--- src/rtl/seven_segment_scanner_pkg.sv ---
// Shared types and constants for the seven-segment scanner.
//   phase_e    : slot phase (blank gap / digit lit)
//   CODE_*     : 4-bit digit codes understood by the downstream decoder
package seven_segment_scanner_pkg;

  typedef enum logic {
    PH_GAP = 1'b0,
    PH_ON  = 1'b1
  } phase_e;

  localparam logic [3:0] CODE_ZERO = 4'h0;

  // Non-numeric glyphs understood by the decoder.
  localparam logic [3:0] CODE_DASH = 4'hA;
  localparam logic [3:0] CODE_F    = 4'hB;
  localparam logic [3:0] CODE_C    = 4'hC;
  localparam logic [3:0] CODE_N    = 4'hD;
  localparam logic [3:0] CODE_D    = 4'hE;
  localparam logic [3:0] CODE_U    = 4'hF;

endpackage

--- src/rtl/seven_segment_prescaler.sv ---
// Terminal-count counter 0..DIV-1 with synchronous clear.
//   clk_i  : clock
//   rst_i  : synchronous active-high reset
//   clr_i  : synchronous clear to 0 (takes priority over counting)
//   en_i   : count enable
//   cnt_o  : current count
//   wrap_o : high in the cycle the count sits at DIV-1 with en_i=1
module seven_segment_prescaler #(
  parameter  int unsigned DIV = 100000,
  localparam int unsigned W   = (DIV > 1) ? $clog2(DIV) : 1
) (
  input  logic         clk_i,
  input  logic         rst_i,
  input  logic         clr_i,
  input  logic         en_i,
  output logic [W-1:0] cnt_o,
  output logic         wrap_o
);

  logic [W-1:0] cnt_q, cnt_d;

  always_comb begin
    wrap_o = en_i && (cnt_q == W'(DIV - 1));
    cnt_d  = cnt_q;
    if (clr_i)      cnt_d = '0;
    else if (en_i)  cnt_d = wrap_o ? '0 : cnt_q + W'(1);
  end

  always_ff @(posedge clk_i) begin
    if (rst_i) cnt_q <= '0;
    else       cnt_q <= cnt_d;
  end

  assign cnt_o = cnt_q;

endmodule

--- src/rtl/seven_segment_scanner.sv ---
// Multiplexed common-anode display scanner: feeds one digit code at a time to
// the segment decoder, with an all-off gap at the start of each digit slot.
// Frames are loaded into a shadow and only become active at a frame boundary
// (index wrap, or while disabled) so a frame is never shown half old/half new.
//   clk_i      : clock
//   rst_i      : synchronous active-high reset
//   enable_i   : 1 = scan, 0 = dark and held at digit 0 slot start
//   load_i     : strobe, capture digits_i/dp_i into the shadow
//   digits_i   : 4-bit codes, digit 0 in [3:0] (rightmost)
//   dp_i       : decimal points, 1 = lit
//   blank_lz_i : blank leading zero digits (digit 0 never blanked)
//   pending_o  : shadow holds a frame not yet displayed
//   bcd_o      : current digit code to decoder
//   dp_o       : decimal point to decoder, active-low
//   anode_o    : digit enables, active-low, at most one low
module seven_segment_scanner
  import seven_segment_scanner_pkg::*;
#(
  parameter int unsigned NUM_DIGITS  = 8,
  parameter int unsigned REFRESH_DIV = 100000,
  parameter int unsigned BLANK_GAP   = 16
) (
  input  logic                    clk_i,
  input  logic                    rst_i,
  input  logic                    enable_i,
  input  logic                    load_i,
  input  logic [4*NUM_DIGITS-1:0] digits_i,
  input  logic [NUM_DIGITS-1:0]   dp_i,
  input  logic                    blank_lz_i,
  output logic                    pending_o,
  output logic [3:0]              bcd_o,
  output logic                    dp_o,
  output logic [NUM_DIGITS-1:0]   anode_o
);

  localparam int unsigned IW = $clog2(NUM_DIGITS);
  localparam int unsigned PW = (REFRESH_DIV > 1) ? $clog2(REFRESH_DIV) : 1;

  logic [PW-1:0] presc;
  logic          wrap;

  logic [IW-1:0] idx_q, idx_d;
  logic [NUM_DIGITS-1:0][3:0] sh_dig_q, act_dig_q;
  logic [NUM_DIGITS-1:0]      sh_dp_q,  act_dp_q;
  logic                       pending_q, pending_d;
  logic                       boundary;

  logic [NUM_DIGITS-1:0] blank;
  phase_e                phase;

  logic [NUM_DIGITS-1:0] anode_q, anode_d;
  logic [3:0]            bcd_q,   bcd_d;
  logic                  dp_q,    dp_d;

  // Disabling holds the counter at 0 so re-enable starts in the gap.
  seven_segment_prescaler #(.DIV(REFRESH_DIV)) u_presc (
    .clk_i  (clk_i),
    .rst_i  (rst_i),
    .clr_i  (!enable_i),
    .en_i   (enable_i),
    .cnt_o  (presc),
    .wrap_o (wrap)
  );

  always_comb begin
    idx_d = idx_q;
    if (!enable_i)  idx_d = '0;
    else if (wrap)  idx_d = (idx_q == IW'(NUM_DIGITS - 1)) ? '0 : idx_q + IW'(1);
  end

  // A disabled display counts as a boundary so a pending frame is not stuck.
  assign boundary  = !enable_i || (wrap && (idx_q == IW'(NUM_DIGITS - 1)));
  // A load in a boundary cycle still leaves its new frame pending.
  assign pending_d = load_i ? 1'b1 : (boundary ? 1'b0 : pending_q);

  // Priority scan from the most significant digit: a digit is blanked while
  // every code from it upward is zero. Codes only; dp does not matter.
  always_comb begin
    logic zero_run;
    blank    = '0;
    zero_run = 1'b1;
    for (int i = NUM_DIGITS - 1; i >= 1; i--) begin
      zero_run = zero_run && (act_dig_q[i] == CODE_ZERO);
      blank[i] = blank_lz_i && zero_run;
    end
  end

  assign phase = (int'(presc) >= int'(BLANK_GAP)) ? PH_ON : PH_GAP;

  // Outputs are registered from the current counter state, so they lag it by
  // one cycle; code and dp are valid throughout the gap.
  always_comb begin
    bcd_d   = act_dig_q[idx_q];
    dp_d    = ~act_dp_q[idx_q];
    anode_d = '1;
    if (enable_i && (phase == PH_ON) && !blank[idx_q]) anode_d[idx_q] = 1'b0;
  end

  always_ff @(posedge clk_i) begin
    if (rst_i) begin
      idx_q     <= '0;
      sh_dig_q  <= '0;
      sh_dp_q   <= '0;
      act_dig_q <= '0;
      act_dp_q  <= '0;
      pending_q <= 1'b0;
      anode_q   <= '1;
      bcd_q     <= CODE_ZERO;
      dp_q      <= 1'b1;
    end else begin
      idx_q     <= idx_d;
      pending_q <= pending_d;
      anode_q   <= anode_d;
      bcd_q     <= bcd_d;
      dp_q      <= dp_d;
      if (boundary && pending_q) begin
        act_dig_q <= sh_dig_q;
        act_dp_q  <= sh_dp_q;
      end
      if (load_i) begin
        sh_dig_q <= digits_i;
        sh_dp_q  <= dp_i;
      end
    end
  end

  assign pending_o = pending_q;
  assign anode_o   = anode_q;
  assign bcd_o     = bcd_q;
  assign dp_o      = dp_q;

endmodule

--- config.mk ---
export PLATFORM = sky130hd
export DESIGN_NAME = seven_segment_scanner
export DESIGN_NICKNAME = d
export VERILOG_FILES = /design/src/rtl/seven_segment_scanner_pkg.sv /design/src/rtl/seven_segment_prescaler.sv /design/src/rtl/seven_segment_scanner.sv
export SDC_FILE = /design/constraint.sdc
export NUM_CORES = 1
export LEC_CHECK = 0
export CAP_MARGIN = 40
export CORE_MARGIN = 2
export CORE_UTILIZATION = 45
export DETAILED_ROUTE_END_ITERATION = 16
export GPL_TIMING_DRIVEN = 1
export PLACE_DENSITY = 0.73
export SLEW_MARGIN = 20
export SYNTH_ARGS = -nofsm -noshare
export SYNTH_HDL_FRONTEND = slang
export SYNTH_SLANG_ARGS = --single-unit
--- constraint.sdc ---
create_clock -name clk_i -period 6.6 [get_ports clk_i]
set_input_delay 1.32 -clock clk_i [delete_from_list [all_inputs] [get_ports clk_i]]
set_output_delay 1.32 -clock clk_i [all_outputs]
set_load 0.05 [all_outputs]
==> reports/qor.yml <==
status: "finished, final reports clean"
grt_pass1_vias: 3473
worstPathArrival_ns: 1.76
cpPeakStageDelay_ns: 0.84
grt.overflow.total: 0
r2r_slack_ns: 4.18
ir_drop_v: 0.000150
clkLatencyLatePin_ns: 0.51
numClockSinks: 114
async_flop_share_pct: 0
gp_congestion: 0.827
nNetsFinal: 598
cts_tree: "yes"
setup_viol: 0
post_cts_buffers: 0
diodes: 0
rows: 38
synth_largest_area_cell: "dfxtp_1"
synth.avg_cell_area_um2: 9.98
vias_per_cell: 5.15
syn_nets: 545
place_area_um2: 5660
die-area_um2: 11900
synth_flop_cell: "dfxtp_1"
worst_slew_pin_slew_ns: 0.701
period_needed_ns: 3.08
grt_max_degree: 78
netlist_instances: 496
post_cts_resized: 0
crit_family: "buffers and inverters"
mostFrequentLayoutCells: "dfxtp_1, mux2i_1, nand2b_1"
cts_max_path_buffers: 2
dr_total_vias: 3613
worstPathRequired_ns: 5.28
p_sw_mw: 0.371
combinationalPowerShare_pct: 6.3
rsz0062_at_grt: "no"
pwr-share-clk_pct: 52.5
drc: 0
hold_viol: 0
totalWireLength_um: 9880
grt_pass1_wl_um: 16400
power_density_nw_per_um2: 280
path_class: "register to output pin"
hp-start: "sh_dig_q[15]"
netlist.area_leader.share_pct: 46.1
fin_hold_ws_ns: 0.468
crit_chain: "clkdlybuf4s50_1"
relSlewSlack_pct: 52.9
cp-start-kind: "register"
final_common_cell: "dfxtp_1"
io_buffer_count: 58
layout-drive-gt1-share_pct: 9.61
synth_edf_count: 0
core_um2: 10800
synth_cell_types: 41
yosys_register_bits: 114
ios: 59
syn2layout_area_growth_pct: 26.6
synthTopCellsByArea: "dfxtp_1, mux2i_1, nand2b_1, nor2_1, mux4_2"
total_leakage_power_nw: 2.52
drtPass1Iterations: 4
hold_depth: 2
worst_setup_path_end_kind: "output pin"
path_max_fanout: 4
maxCapViolations: 0
crit_path_top_delay_cell: "clkdlybuf4s50_1"
grt_usage_pct: 17.8
dp_hpwl_um: 6810
cp_num_buf_inv: 1
r2r_start: "idx_q[1]"
initial_core_util_pct: 45.9
drv_slew: 0
wire_per_inst_um: 14.1
fin_crit_sh_pct: 46.6
ant_nets: 0
worstRegToRegCells: 6
final_area_um2: 6270
fmax_ghz: 0.325
synth_warnings: 0
numCtsBuffers: 17
swShare_pct: 21.2
cts_root_buf: "clkbuf_8"
hp-class: "register to register"
h-tree-depth: 4
min_to: "act_dig_q[15]"
syn-cell-area_um2: 4950
dieWidth_um: 109
power.internal_mw: 1.38
ys_seq_area_share_pct: 46.1
finClkSkew_ns: 0.00632
seqPwrFrac_pct: 41.2
first_iter_violations: 163
cts.clk_slew.worst_paths_ns: 0.06
cts_hold_buf: 0
rr_endpoint: "act_dp_q[7]"
setup_tns_ns: 0
antenna_found_initial: 0
die_y_um: 109
## through the flow
| step | utilization [%] | worst slack, ns | cells | power, mW |
|---|---|---|---|---|
| finish | 58.1 | 3.52 | 702 | 1.75 |
| CTS | 58.1 | 3.50 | 702 | 1.77 |
| global route | 58.1 | 3.45 | 702 | 1.82 |
| floorplan | - | 4.20 | 496 | 0.803 |
| detailed placement | 52.5 | 3.15 | 670 | 0.848 |
| global placement | 52.1 | 3.28 | 668 | 0.842 |
## kinds of logic (layout without fill, tap and decap cells)
group	after synthesis	after routing	share of synthesized area [%]
muxes	96	96	20.9
buffers and inverters	34	100	2.70
and+or+nand+nor	206	206	23.0
DFF	114	114	46.1
adders and majority gates	4	4	1.01
AOI/OAI and AO/OA	30	30	4.19
xor gates and xnor gates	12	12	2.12
## power by group through the flow
stage,clock network (mW),logic [mW],registers [mW]
5_1_grt,0.973,0.122,0.724
6_report,0.921,0.111,0.722
2_1_floorplan,0,0.0680,0.735
4_1_cts,0.938,0.112,0.722
3_5_place_dp,0,0.112,0.736
3_3_place_gp,0,0.107,0.735
## metal layers
layer | part of all wire [%] | GRT usage, %
met2 | 47 | 28.4
met3 | 5.6 | 5.02
met4 | 1.3 | 7.05
met5 | 0 | 0
met1 | 46 | 22.9
## sequential cells by signal, indices dropped and copies added (netlist names)
name           flops
act_dig_q         32
sh_dig_q          32
u_presc.cnt_o     17
act_dp_q           8
anode_o            8
sh_dp_q            8
bcd_o              4
idx_q              3
dp_o               1
pending_o          1
## how the worst max path moves through the flow
| stage | startpoint | end | slack, ns | cells past startpoint |
|---|---|---|---|---|
| floorplan | enable_i | act_dig_q[0] | 4.20 | 5 |
| global placement | enable_i | act_dig_q[21] | 3.28 | 6 |
| detailed placement | enable_i | act_dig_q[16] | 3.15 | 6 |
| CTS | pending_o | pending_o | 3.50 | 1 |
| global route | pending_o | pending_o | 3.45 | 1 |
| finish | pending_o | pending_o | 3.52 | 1 |
## synth_stat cells (3+ instances only)
cell,count
nand2_1,6
mux2i_1,90
buf_1,5
or4_1,4
and3_1,3
mux4_2,6
a21oi_1,7
inv_1,5
ha_1,4
o21ai_0,6
buf_2,5
clkbuf_1,19
xor2_1,8
nand2b_1,83
xnor2_1,4
nand3_1,11
a311o_1,3
nor2_1,62
dfxtp_1,114
nor4_1,8
or3_1,7
nand4_1,9
or2_2,3
## area by class of cell
type | instances | area [um^2]
inverters | 5 | 18.8
flip-flops and latches | 114 | 2280
multi-input cells | 348 | 2550
fillers | 926 | 4530
well taps | 140 | 175
clock buffers | 22 | 473
repair buffers | 63 | 633
clock inverters | 10 | 130
Note: power is estimated with default switching activity, not from simulation.
